File: src/rtl/wavelet_pkg.sv
// Shared types and helpers for the multi-scale wavelet FIR bank.
package wavelet_pkg;

  typedef enum logic [1:0] {
    FSM_IDLE = 2'd0,
    FSM_MAC  = 2'd1,
    FSM_DONE = 2'd2
  } fsm_state_e;

  localparam logic [1:0] ST_IDLE = FSM_IDLE;
  localparam logic [1:0] ST_MAC  = FSM_MAC;
  localparam logic [1:0] ST_DONE = FSM_DONE;

  // Accumulator width that cannot overflow for n products of two b-bit signed values.
  function automatic int unsigned acc_bits(input int unsigned b, input int unsigned n);
    return 2 * b + $clog2(n) + 1;
  endfunction

  function automatic int unsigned sum_slice(input int unsigned chan, input int unsigned w);
    return chan * w;
  endfunction

endpackage

File: src/rtl/fir_mac_unit.sv
// Signed multiply-accumulate slice shared by all filter channels.
module fir_mac_unit
  import wavelet_pkg::*;
#(
  parameter int unsigned BITS     = 8,
  parameter int unsigned ACC_BITS = acc_bits(8, 7)
) (
  input  logic                       clk,
  input  logic                       rst_n,
  input  logic                       clr,
  input  logic                       en,
  input  logic signed [BITS-1:0]     coef,
  input  logic signed [BITS-1:0]     sample,
  output logic signed [ACC_BITS-1:0] acc,
  output logic signed [ACC_BITS-1:0] acc_next_c
);

  localparam int unsigned PROD_BITS = 2 * BITS;

  logic signed [PROD_BITS-1:0] prod_c;
  logic signed [ACC_BITS-1:0]  prod_ext_c;

  assign prod_c     = coef * sample;
  assign prod_ext_c = {{(ACC_BITS - PROD_BITS){prod_c[PROD_BITS-1]}}, prod_c};
  assign acc_next_c = acc + prod_ext_c;

  // Clear wins over accumulate so the final tap's sum can be taken from acc_next_c.
  always_ff @(posedge clk) begin
    if (!rst_n) begin
      acc <= '0;
    end else if (clr) begin
      acc <= '0;
    end else if (en) begin
      acc <= acc_next_c;
    end
  end

endmodule

File: src/rtl/wavelet_fir_bank.sv
// Shared delay line feeding NUM_CHAN loadable FIR filters, evaluated
// sequentially on one multiplier after a start pulse.
module wavelet_fir_bank
  import wavelet_pkg::*;
#(
  parameter int unsigned BITS_PER_ELEM = 8,
  parameter int unsigned NUM_ELEM      = 7,
  parameter int unsigned NUM_CHAN      = 4,
  parameter int unsigned ACC_BITS      = acc_bits(BITS_PER_ELEM, NUM_ELEM)
) (
  input  logic                              clk,
  input  logic                              rst_n,
  input  logic signed [BITS_PER_ELEM-1:0]   i_sample,
  input  logic                              i_sample_valid,
  input  logic                              i_coef_we,
  input  logic [((NUM_CHAN > 1) ? $clog2(NUM_CHAN) : 1)-1:0] i_coef_chan,
  input  logic [$clog2(NUM_ELEM)-1:0]       i_coef_idx,
  input  logic signed [BITS_PER_ELEM-1:0]   i_coef_data,
  input  logic                              i_start_calc,
  output logic                              o_busy,
  output logic                              o_valid,
  output logic [NUM_CHAN*ACC_BITS-1:0]      o_sum
);

  localparam int unsigned CHAN_W = (NUM_CHAN > 1) ? $clog2(NUM_CHAN) : 1;
  localparam int unsigned IDX_W  = $clog2(NUM_ELEM);

  logic [1:0] state;
  logic [1:0] state_nxt;

  logic signed [BITS_PER_ELEM-1:0] taps     [NUM_ELEM];
  logic signed [BITS_PER_ELEM-1:0] taps_nxt [NUM_ELEM];
  logic signed [BITS_PER_ELEM-1:0] snap     [NUM_ELEM];
  logic signed [BITS_PER_ELEM-1:0] coef     [NUM_CHAN][NUM_ELEM];
  logic signed [ACC_BITS-1:0]      stage    [NUM_CHAN];

  logic [CHAN_W-1:0] ch;
  logic [IDX_W-1:0]  idx;

  logic                       last_tap_c;
  logic                       last_chan_c;
  logic                       coef_wr_c;
  logic                       mac_clr_c;
  logic                       mac_en_c;
  logic signed [ACC_BITS-1:0] acc;
  logic signed [ACC_BITS-1:0] acc_next_c;

  assign last_tap_c  = (idx == IDX_W'(NUM_ELEM - 1));
  assign last_chan_c = (ch == CHAN_W'(NUM_CHAN - 1));
  assign coef_wr_c   = i_coef_we && (state == ST_IDLE)
                       && (32'(i_coef_chan) < NUM_CHAN)
                       && (32'(i_coef_idx) < NUM_ELEM);

  // Next delay-line contents; the start snapshot uses this so a same-cycle shift is included.
  always_comb begin
    for (int unsigned k = 0; k < NUM_ELEM; k++) begin
      taps_nxt[k] = taps[k];
    end
    if (i_sample_valid) begin
      taps_nxt[0] = i_sample;
      for (int unsigned k = 1; k < NUM_ELEM; k++) begin
        taps_nxt[k] = taps[k-1];
      end
    end
  end

  always_ff @(posedge clk) begin
    if (!rst_n) begin
      state <= ST_IDLE;
    end else begin
      state <= state_nxt;
    end
  end

  always_comb begin
    state_nxt = state;
    mac_clr_c = 1'b0;
    mac_en_c  = 1'b0;
    case (state)
      ST_IDLE: begin
        if (i_start_calc) begin
          state_nxt = ST_MAC;
          mac_clr_c = 1'b1;
        end
      end
      ST_MAC: begin
        mac_en_c = 1'b1;
        if (last_tap_c) begin
          mac_clr_c = 1'b1;
          if (last_chan_c) begin
            state_nxt = ST_DONE;
          end
        end
      end
      ST_DONE: state_nxt = ST_IDLE;
      default: state_nxt = ST_IDLE;
    endcase
  end

  fir_mac_unit #(
    .BITS     (BITS_PER_ELEM),
    .ACC_BITS (ACC_BITS)
  ) u_mac (
    .clk        (clk),
    .rst_n      (rst_n),
    .clr        (mac_clr_c),
    .en         (mac_en_c),
    .coef       (coef[ch][idx]),
    .sample     (snap[idx]),
    .acc        (acc),
    .acc_next_c (acc_next_c)
  );

  always_ff @(posedge clk) begin
    if (!rst_n) begin
      for (int unsigned k = 0; k < NUM_ELEM; k++) begin
        taps[k] <= '0;
        snap[k] <= '0;
      end
      for (int unsigned c = 0; c < NUM_CHAN; c++) begin
        stage[c] <= '0;
        for (int unsigned k = 0; k < NUM_ELEM; k++) begin
          coef[c][k] <= '0;
        end
      end
      ch      <= '0;
      idx     <= '0;
      o_sum   <= '0;
      o_busy  <= 1'b0;
      o_valid <= 1'b0;
    end else begin
      for (int unsigned k = 0; k < NUM_ELEM; k++) begin
        taps[k] <= taps_nxt[k];
      end
      if (coef_wr_c) begin
        coef[i_coef_chan][i_coef_idx] <= i_coef_data;
      end
      o_busy  <= (state_nxt != ST_IDLE);
      o_valid <= (state_nxt == ST_DONE);

      if (state == ST_IDLE && i_start_calc) begin
        for (int unsigned k = 0; k < NUM_ELEM; k++) begin
          snap[k] <= taps_nxt[k];
        end
        ch  <= '0;
        idx <= '0;
      end else if (state == ST_MAC) begin
        if (last_tap_c) begin
          stage[ch] <= acc_next_c;
          idx       <= '0;
          ch        <= ch + CHAN_W'(1);
          // Publish every channel at once so o_sum never mixes old and new results.
          if (last_chan_c) begin
            for (int unsigned c = 0; c < NUM_CHAN; c++) begin
              o_sum[sum_slice(c, ACC_BITS) +: ACC_BITS] <=
                (CHAN_W'(c) == ch) ? acc_next_c : stage[c];
            end
          end
        end else begin
          idx <= idx + IDX_W'(1);
        end
      end
    end
  end

endmodule

File: config.mk
export PLATFORM = sky130hd
export DESIGN_NAME = wavelet_fir_bank
export DESIGN_NICKNAME = d
export VERILOG_FILES = /design/src/rtl/wavelet_pkg.sv /design/src/rtl/fir_mac_unit.sv /design/src/rtl/wavelet_fir_bank.sv
export SDC_FILE = /design/constraint.sdc
export NUM_CORES = 1
export LEC_CHECK = 0
export CORE_MARGIN = 2
export CORE_UTILIZATION = 66
export CTS_CLUSTER_SIZE = 14
export DETAILED_ROUTE_END_ITERATION = 10
export PLACE_DENSITY = 0.9
export SLEW_MARGIN = 20
export SYNTH_ARGS = -nofsm -noshare
export SYNTH_HDL_FRONTEND = slang
export SYNTH_SLANG_ARGS = --single-unit
File: constraint.sdc
create_clock -name clk -period 11.2 [get_ports clk]
set_clock_uncertainty 0.15 [all_clocks]
set_input_delay 2.24 -clock clk [delete_from_list [all_inputs] [get_ports clk]]
set_output_delay 2.24 -clock clk [all_outputs]
set_load 0.02 [all_outputs]
==> metrics.md, run 1 <==
| Metric | Value |
|---|---|
| Status | complete, no violations |
| Slowest stage delay, CP | 0.88 ns |
| Number of global-route vias before repair | 16900 |
| Synth top area cells | edfxtp_1 (43%), dfxtp_1 (13%), fa_1 (6.9%) |
| CP Class | register to register |
| # Max-Cap Violations | 0 |
| Die height | 200 um |
| Most Frequent Cell on Critical Path | fa_1 |
| Reg2reg setup slack | 3.46 ns |
| Seq/Total Area, Yosys | 0.560 |
| Tcrit/Tclk final | 0.691 |
| Initial antenna violation count | 0 |
| CP max FO | 32 |
| Yosys reg bits | 530 |
| Slew Limit Fails | 0 |
| Post-CTS sizing | 0 |
| Worst-path cell chain | buf_4 > mux4_2 > mux4_2 > mux2i_4 > nor2_1 > fa_1 > inv_1 > fa_1 > inv_1 > fa_1 > fa_1 > inv_1 > fa_1 > inv_1 > ha_1 > o211ai_1 > o211a_1 > o21ai_0 > a21oi_1 > xor2_1 > nor2_1 |
| Crit-path slowest cell | dfxtp_2 |
| Async S/R FF share, synth | 0 |
| Leakage | 10.9 nW |
| WL per Instance | 21.4 um |
| Synthesized area | 25400 um2 |
| Mapped Cells | 2072 |
| Most common cell in the synthesized netlist | edfxtp_1 |
| Drt via density | 6.02 |
| Max Buffers Root-to-Sink | 3 |
| Vias | 16200 |
| DRC viols | 0 |
| # IOs | 108 |
| R2R depth | 21 |
| CTS Root Cell | clkbuf_16 |
| Predominant post-synthesis flop cell | edfxtp_1 |
| Warnings, synthesis | 0 |
| Syn avg cell area | 12.2 um2 |
| Worst slew pin tran | 1.15 ns |
| Mapped Nets | 2233 |
| GRT Util Overall | 0.299 |
| CTS tree | yes |
| Startpoint Class | register |
| Worst path arrival time | 7.93 ns |
| Fin Hold WS | 0.309 ns |
| Power Total | 0.00501 W |
| Synth cell types | 56 |
| Worst setup EP type | register |
| Fin crit period | 7.74 ns |
| Nets | 2293 |
| Worst min-delay path category | register to register |
| Initial DRC count | 1532 |
| TritonCTS buffer count | 52 |
| CP required | 11.39 ns |
| Post-CTS setup buffers | 0 |
| Post-DP HPWL | 37600 um |
| Slew headroom | 0.232 |
| Std cell rows | 71 |
| # port buffers | 107 |
| Routed WL | 57500 um |
| Layout cell share with drive strength beyond 1 | 0.0928 |
| Synth cell count leaders | edfxtp_1 (360), and2_1 (243), nor2_1 (212), nand2_1 (196), dfxtp_1 (170) |
| Unrepaired setup endpoints after global routing | no |
| Synth-to-Final Area Change | 12.2% |
| N_diodes | 0 |
| P per Cell Area | 176 nW/um2 |
| CTS clock-pin slew for the worst setup and hold paths | 0.06 ns |
| Top-area cell type share of the netlist area | 0.426 |
| Total gr overflow | 0 |
| Fin Setup TNS | 0 ns |
| First-pass DRT Iterations | 6 |
| Yosys top cell by area | edfxtp_1 |
| Post-synth EDFFs | 360 |
| Setup violators final | 0 |
| Core area | 37800 um2 |
| CTS Hold Buffers Added | 0 |
| Largest net degree at the start of global routing | 101 |
| CTS Sinks | 530 |
| First-pass GRT wire length | 90300 um |
| Worst R2R End | stage[0][17]$_SDFFCE_PN0P_ |
| RePlAce Congestion | 0.868 |
| Worst IR Drop VDD | 147 uV |
| Initial core utilization | 0.672 |
| Final Hold Vio Count | 0 |
| H-tree depth | 2 |
| Highest Clock Rate | 129 MHz |
| Final ANT Viol Nets | 0 |
| Die X | 200 um |
| Clk Latency, worst-skew pair | 0.62 ns |
| Setup crit end | stage[0][17]$_SDFFCE_PN0P_ |
| DIE AREA | 40000 um2 |
-- routing by layer --
metal / part of all wire / vias up / track usage
met5: 0 / - / 0
met4: 0.050 / 0 / 0.161
met3: 0.076 / 188 / 0.0489
met2: 0.51 / 828 / 0.514
met1: 0.36 / 7867 / 0.365
li1: - / 7304 / -
-- sequential cells by signal (all words and copies together), names as in the netlist, named ones only --
signal     cells
o_busy         1
coef         224
ch             2
idx            3
snap          56
taps          56
state          2
u_mac.acc     20
stage         80
o_valid        1
o_sum         80
-- worst min path at each step --
stage	slack, ns	startpoint	depth (start not counted)	to
after detailed placement	0.30	o_sum[5]$_SDFFE_PN0P_	2	o_sum[5]$_SDFFE_PN0P_
final	0.31	o_sum[13]$_SDFFE_PN0P_	2	o_sum[13]$_SDFFE_PN0P_
after global placement	0.29	o_sum[8]$_SDFFE_PN0P_	2	o_sum[8]$_SDFFE_PN0P_
after global routing	0.33	o_sum[20]$_SDFFE_PN0P_	2	o_sum[20]$_SDFFE_PN0P_
after CTS	0.31	o_sum[13]$_SDFFE_PN0P_	2	o_sum[13]$_SDFFE_PN0P_
after floorplan	0.29	u_mac.acc[1]$_SDFFE_PP0P_	2	u_mac.acc[1]$_SDFFE_PP0P_
-- stage by stage --
step	instance area, um2	utilization	setup slack, ns	std cells
2_1_floorplan	25400	-	4.09	2072
3_3_place_gp	26700	0.708	3.54	2588
3_5_place_dp	26700	0.708	3.34	2588
4_1_cts	28500	0.754	3.32	2686
5_1_grt	28500	0.754	3.07	2687
6_report	28500	0.754	3.46	2687
-- area by class of cell --
| cell class | count | area, um2 |
|---|---|---|
| flip-flops and latches | 530 | 14200 |
| multi-input cells | 1306 | 10200 |
| fillers | 2223 | 9280 |
| clock buffers | 68 | 1400 |
| repair buffers | 125 | 1200 |
| well taps | 511 | 639 |
| inverters | 117 | 440 |
| clock inverters | 30 | 334 |
-- critical path, delay by kind of cell (launching register included) --
family          cells  cell delay [ns]
compound gates      4             0.90
flops               1             0.88
mux                 3             1.22
fa+ha+maj           6             2.85
simple gates        2             0.25
buf+inv             5             0.68
xor+xnor            1             0.54
-- cells by family after synthesis --
group,count (synthesis),synth area share
muxes,160,0.101
xor gates and xnor gates,19,0.00656
AOI/OAI and AO/OA,219,0.0548
DFF,530,0.560
adders and majority gates,135,0.0926
and+or+nand+nor,773,0.148
buffers and inverters,236,0.0366
-- cells in the final DEF (no fill, tap or decap), types with 6 or more instances in the layout --
cell type	count
nor2b_1	12
and3_1	12
a31oi_1	15
nand3_1	10
clkdlybuf4s50_1	102
mux2i_1	80
fa_1	88
o21ai_1	24
nor2_1	211
a21o_1	10
o22ai_1	11
and2_1	243
buf_4	17
clkbuf_1	12
xor2_1	7
dfxtp_1	168
inv_1	108
nor3_1	48
xnor2_1	12
or3_1	7
bufinv_16	6
ha_1	47
edfxtp_1	360
clkbuf_16	52
nand2_1	193
clkinv_1	10
clkinv_2	9
o21ai_0	38
a21oi_1	37
nand2b_1	8
inv_2	8
mux4_2	71
a21boi_0	55
-- where the power goes --
| group | leakage [nW] | internal (W) | switching (W) | total (W) |
|---|---|---|---|---|
| registers | 5.15 | 0.00215 | 0.0000311 | 0.00218 |
| logic | 4.89 | 0.000352 | 0.000701 | 0.00105 |
| clock network | 0.846 | 0.00102 | 0.000745 | 0.00177 |
| total | 10.9 | 0.00353 | 0.00148 | 0.00501 |
(Power assumes the default switching activity.)
==> inputs of run 2 (changes only) <==
- CORE_UTILIZATION: 66 -> 61
- PLACE_DENSITY: 0.9 -> 0.84
- clock period: 11.2 -> 7.8 ns (I/O delays scaled with it)
==> metrics.md, run 2 (synthesized netlist as in run 1, its figures left out) <==
| Metric | Value |
|---|---|
| Unrepaired setup endpoints after global routing | no (unchanged) |
| CTS Hold Buffers Added | 0 (unchanged) |
| Top cell family by delay on the critical path | adder cells (unchanged) |
| First-pass DRT Iterations | 5 (was 6) |
| Post-CTS sizing | 0 (unchanged) |
| Crit-path slowest cell | mux4_2 (was dfxtp_2) |
| Final Hold Vio Count | 0 (unchanged) |
| Reg2reg setup slack | 0.40 ns (was 3.46 ns) |
| Core area | 40900 um2 (was 37800 um2) |
| Initial core utilization | 0.620 (was 0.672) |
| Worst R2R End | o_sum[74]$_SDFFE_PN0P_ (was stage[0][17]$_SDFFCE_PN0P_) |
| GRT Util Overall | 0.267 (was 0.299) |
| Worst-path cell chain | buf_12 > mux4_2 > mux4_2 > o21ai_2 > buf_4 > nor2b_1 > buf_4 > fa_1 > inv_1 > fa_1 > inv_1 > fa_1 > fa_1 > ha_1 > ha_1 > and2_1 > and3_1 > a2111oi_0 > nand3_1 > o21ai_0 > o211a_1 (was buf_4 > mux4_2 > mux4_2 > mux2i_4 > nor2_1 > fa_1 > inv_1 > fa_1 > inv_1 > fa_1 > fa_1 > inv_1 > fa_1 > inv_1 > ha_1 > o211ai_1 > o211a_1 > o21ai_0 > a21oi_1 > xor2_1 > nor2_1) |
| Fin Hold WS | 0.313 ns (was 0.309 ns) |
| Setup violators final | 0 (unchanged) |
| Post-CTS setup buffers | 0 (unchanged) |
| Initial DRC count | 1678 (was 1532) |
| # IOs | 108 (unchanged) |
| Initial antenna violation count | 1 (was 0) |
| Number of global-route vias before repair | 16500 (was 16900) |
| R2R depth | 21 (unchanged) |
| CP bufs+invs | 5 (unchanged) |
| Slowest stage delay, CP | 0.57 ns (was 0.88 ns) |
| Top flop regs | coef x224, o_sum x80, stage x80 (unchanged) |
| Most frequent cells in the layout | edfxtp_1 (360), and2_1 (243), nor2_1 (211) (unchanged) |
| Std cell rows | 74 (was 71) |
| # Max-Cap Violations | 0 (unchanged) |
| CP max FO | 28 (was 32) |
| Status | complete, no violations (unchanged) |
| CTS Root Cell | clkbuf_16 (unchanged) |
| CTS tree | yes (unchanged) |
| Fin crit period | 7.40 ns (was 7.74 ns) |
| Layout cell share with drive strength beyond 1 | 0.101 (was 0.0928) |
| First-pass GRT wire length | 90600 um (was 90300 um) |
| Tcrit/Tclk final | 0.949 (was 0.691) |
| Max Buffers Root-to-Sink | 3 (unchanged) |
| Synth-to-Final Area Change | 13.1% (was 12.2%) |
| Hold EP | o_sum[0]$_SDFFE_PN0P_ (was o_sum[13]$_SDFFE_PN0P_) |
| Final ANT Viol Nets | 0 (unchanged) |
| Slew headroom | 0.239 (was 0.232) |
| Largest net degree at the start of global routing | 111 (was 101) |
| Die height | 208 um (was 200 um) |
| Post-DP HPWL | 38100 um (was 37600 um) |
| Hold path depth | 2 (unchanged) |
| Die X | 208 um (was 200 um) |
| DRC viols | 0 (unchanged) |
| CTS Sinks | 530 (unchanged) |
| Leakage | 11.0 nW (was 10.9 nW) |
| CTS clock-pin slew for the worst setup and hold paths | 0.06 ns (about the same) |
| Worst slew pin tran | 1.14 ns (was 1.15 ns) |
| Worst min-delay path category | register to register (unchanged) |
| Commonest non-fill, non-tap cell in the layout | edfxtp_1 (unchanged) |
| Worst setup EP type | register (unchanged) |
| Nets | 2315 (was 2293) |
| Vias | 16100 (was 16200) |
| Drt via density | 5.89 (was 6.02) |
| WL per Instance | 20.8 um (was 21.4 um) |
| # port buffers | 107 (unchanged) |
| Startpoint Class | register (unchanged) |
| P per Cell Area | 254 nW/um2 (was 176 nW/um2) |
| Fin Setup TNS | 0 ns (unchanged) |
| N_diodes | 0 (unchanged) |
| Max reg flops | 224 (unchanged) |
| Slew Limit Fails | 0 (unchanged) |
| Worst path arrival time | 7.81 ns (was 7.93 ns) |
| Routed WL | 56700 um (was 57500 um) |
| RePlAce Congestion | 0.911 (was 0.868) |
| H-tree depth | 2 (unchanged) |
| Total gr overflow | 0 (unchanged) |
| TritonCTS buffer count | 52 (unchanged) |
| Most Frequent Cell on Critical Path | fa_1 (unchanged) |
| CP Class | register to register (unchanged) |
| Hold Path Origin | o_sum[0]$_SDFFE_PN0P_ (was o_sum[13]$_SDFFE_PN0P_) |
| DIE AREA | 43200 um2 (was 40000 um2) |
| CP required | 8.20 ns (was 11.39 ns) |
| Highest Clock Rate | 135 MHz (was 129 MHz) |
| Worst IR Drop VDD | 230 uV (was 147 uV) |
| Register bank with the most flops | coef (unchanged) |
| Clk Latency, worst-skew pair | 0.61 ns (was 0.62 ns) |
run 2: cell types whose count changed in the layout (fill, tap and decap cells not counted), sizes merged:
cell / delta
buf: +21
clkinvlp: +3
clkdlybuf4s50: +1
inv: +1
clkbuf: -6
bufinv: +1
run 2: worst max path at each step:
stage,start,cells past startpoint,to
floorplan,register,23,stage[0][19]$_SDFFCE_PN0P_
global placement,register,21,o_sum[74]$_SDFFE_PN0P_
detailed placement,register,21,stage[2][17]$_SDFFCE_PN0P_
CTS,register,18,stage[2][17]$_SDFFCE_PN0P_
global route,register,21,o_sum[74]$_SDFFE_PN0P_
finish,register,21,o_sum[74]$_SDFFE_PN0P_
run 2: final cells by class:
| cell class | count | area [um2] |
|---|---|---|
| sequential | 530 | 14200 |
| timing repair buffer | 147 | 1410 |
| tap | 532 | 666 |
| fill | 2726 | 12200 |
| clock inverter | 35 | 362 |
| multi-input combinational | 1306 | 10200 |
| inverter | 117 | 440 |
| clock buffer | 62 | 1350 |
run 2: worst reg2reg max path: stages, from the launching register on:
cell	delay, ns
dfxtp_4	0.52
buf_12	0.28
mux4_2	0.61
mux4_2	0.49
o21ai_2	0.21
buf_4	0.19
nor2b_1	0.07
buf_4	0.22
fa_1	0.55
inv_1	0.06
fa_1	0.50
inv_1	0.06
fa_1	0.55
fa_1	0.43
ha_1	0.30
ha_1	0.33
and2_1	0.22
and3_1	0.18
a2111oi_0	0.49
nand3_1	0.44
o21ai_0	0.34
o211a_1	0.18
run 2: power breakdown:
part	switching, W	internal (W)
Clock	0.00106	0.00147
Combinational	0.00106	0.000568
Sequential	0.0000468	0.00309
Total	0.00217	0.00513
run 2: per-stage QoR:
step,setup slack (ns),cell area (um2),utilization,cells,power [W]
floorplan,0.687,25400,-,2072,0.00419
global placement,0.601,27000,0.659,2631,0.00473
detailed placement,0.461,27000,0.659,2631,0.00478
CTS,0.382,28700,0.700,2728,0.00729
global route,0.0508,28700,0.701,2729,0.00757
finish,0.396,28700,0.701,2729,0.00729
run 2: routing by layer:
metal | routed length [um] | vias up | part of all wire | GRT usage
li1 | - | 7351 | - | -
met1 | 22000 | 7954 | 0.39 | 0.347
met2 | 28700 | 643 | 0.51 | 0.459
met3 | 3820 | 123 | 0.067 | 0.0391
met4 | 2070 | 0 | 0.037 | 0.102
met5 | 0 | - | 0 | 0
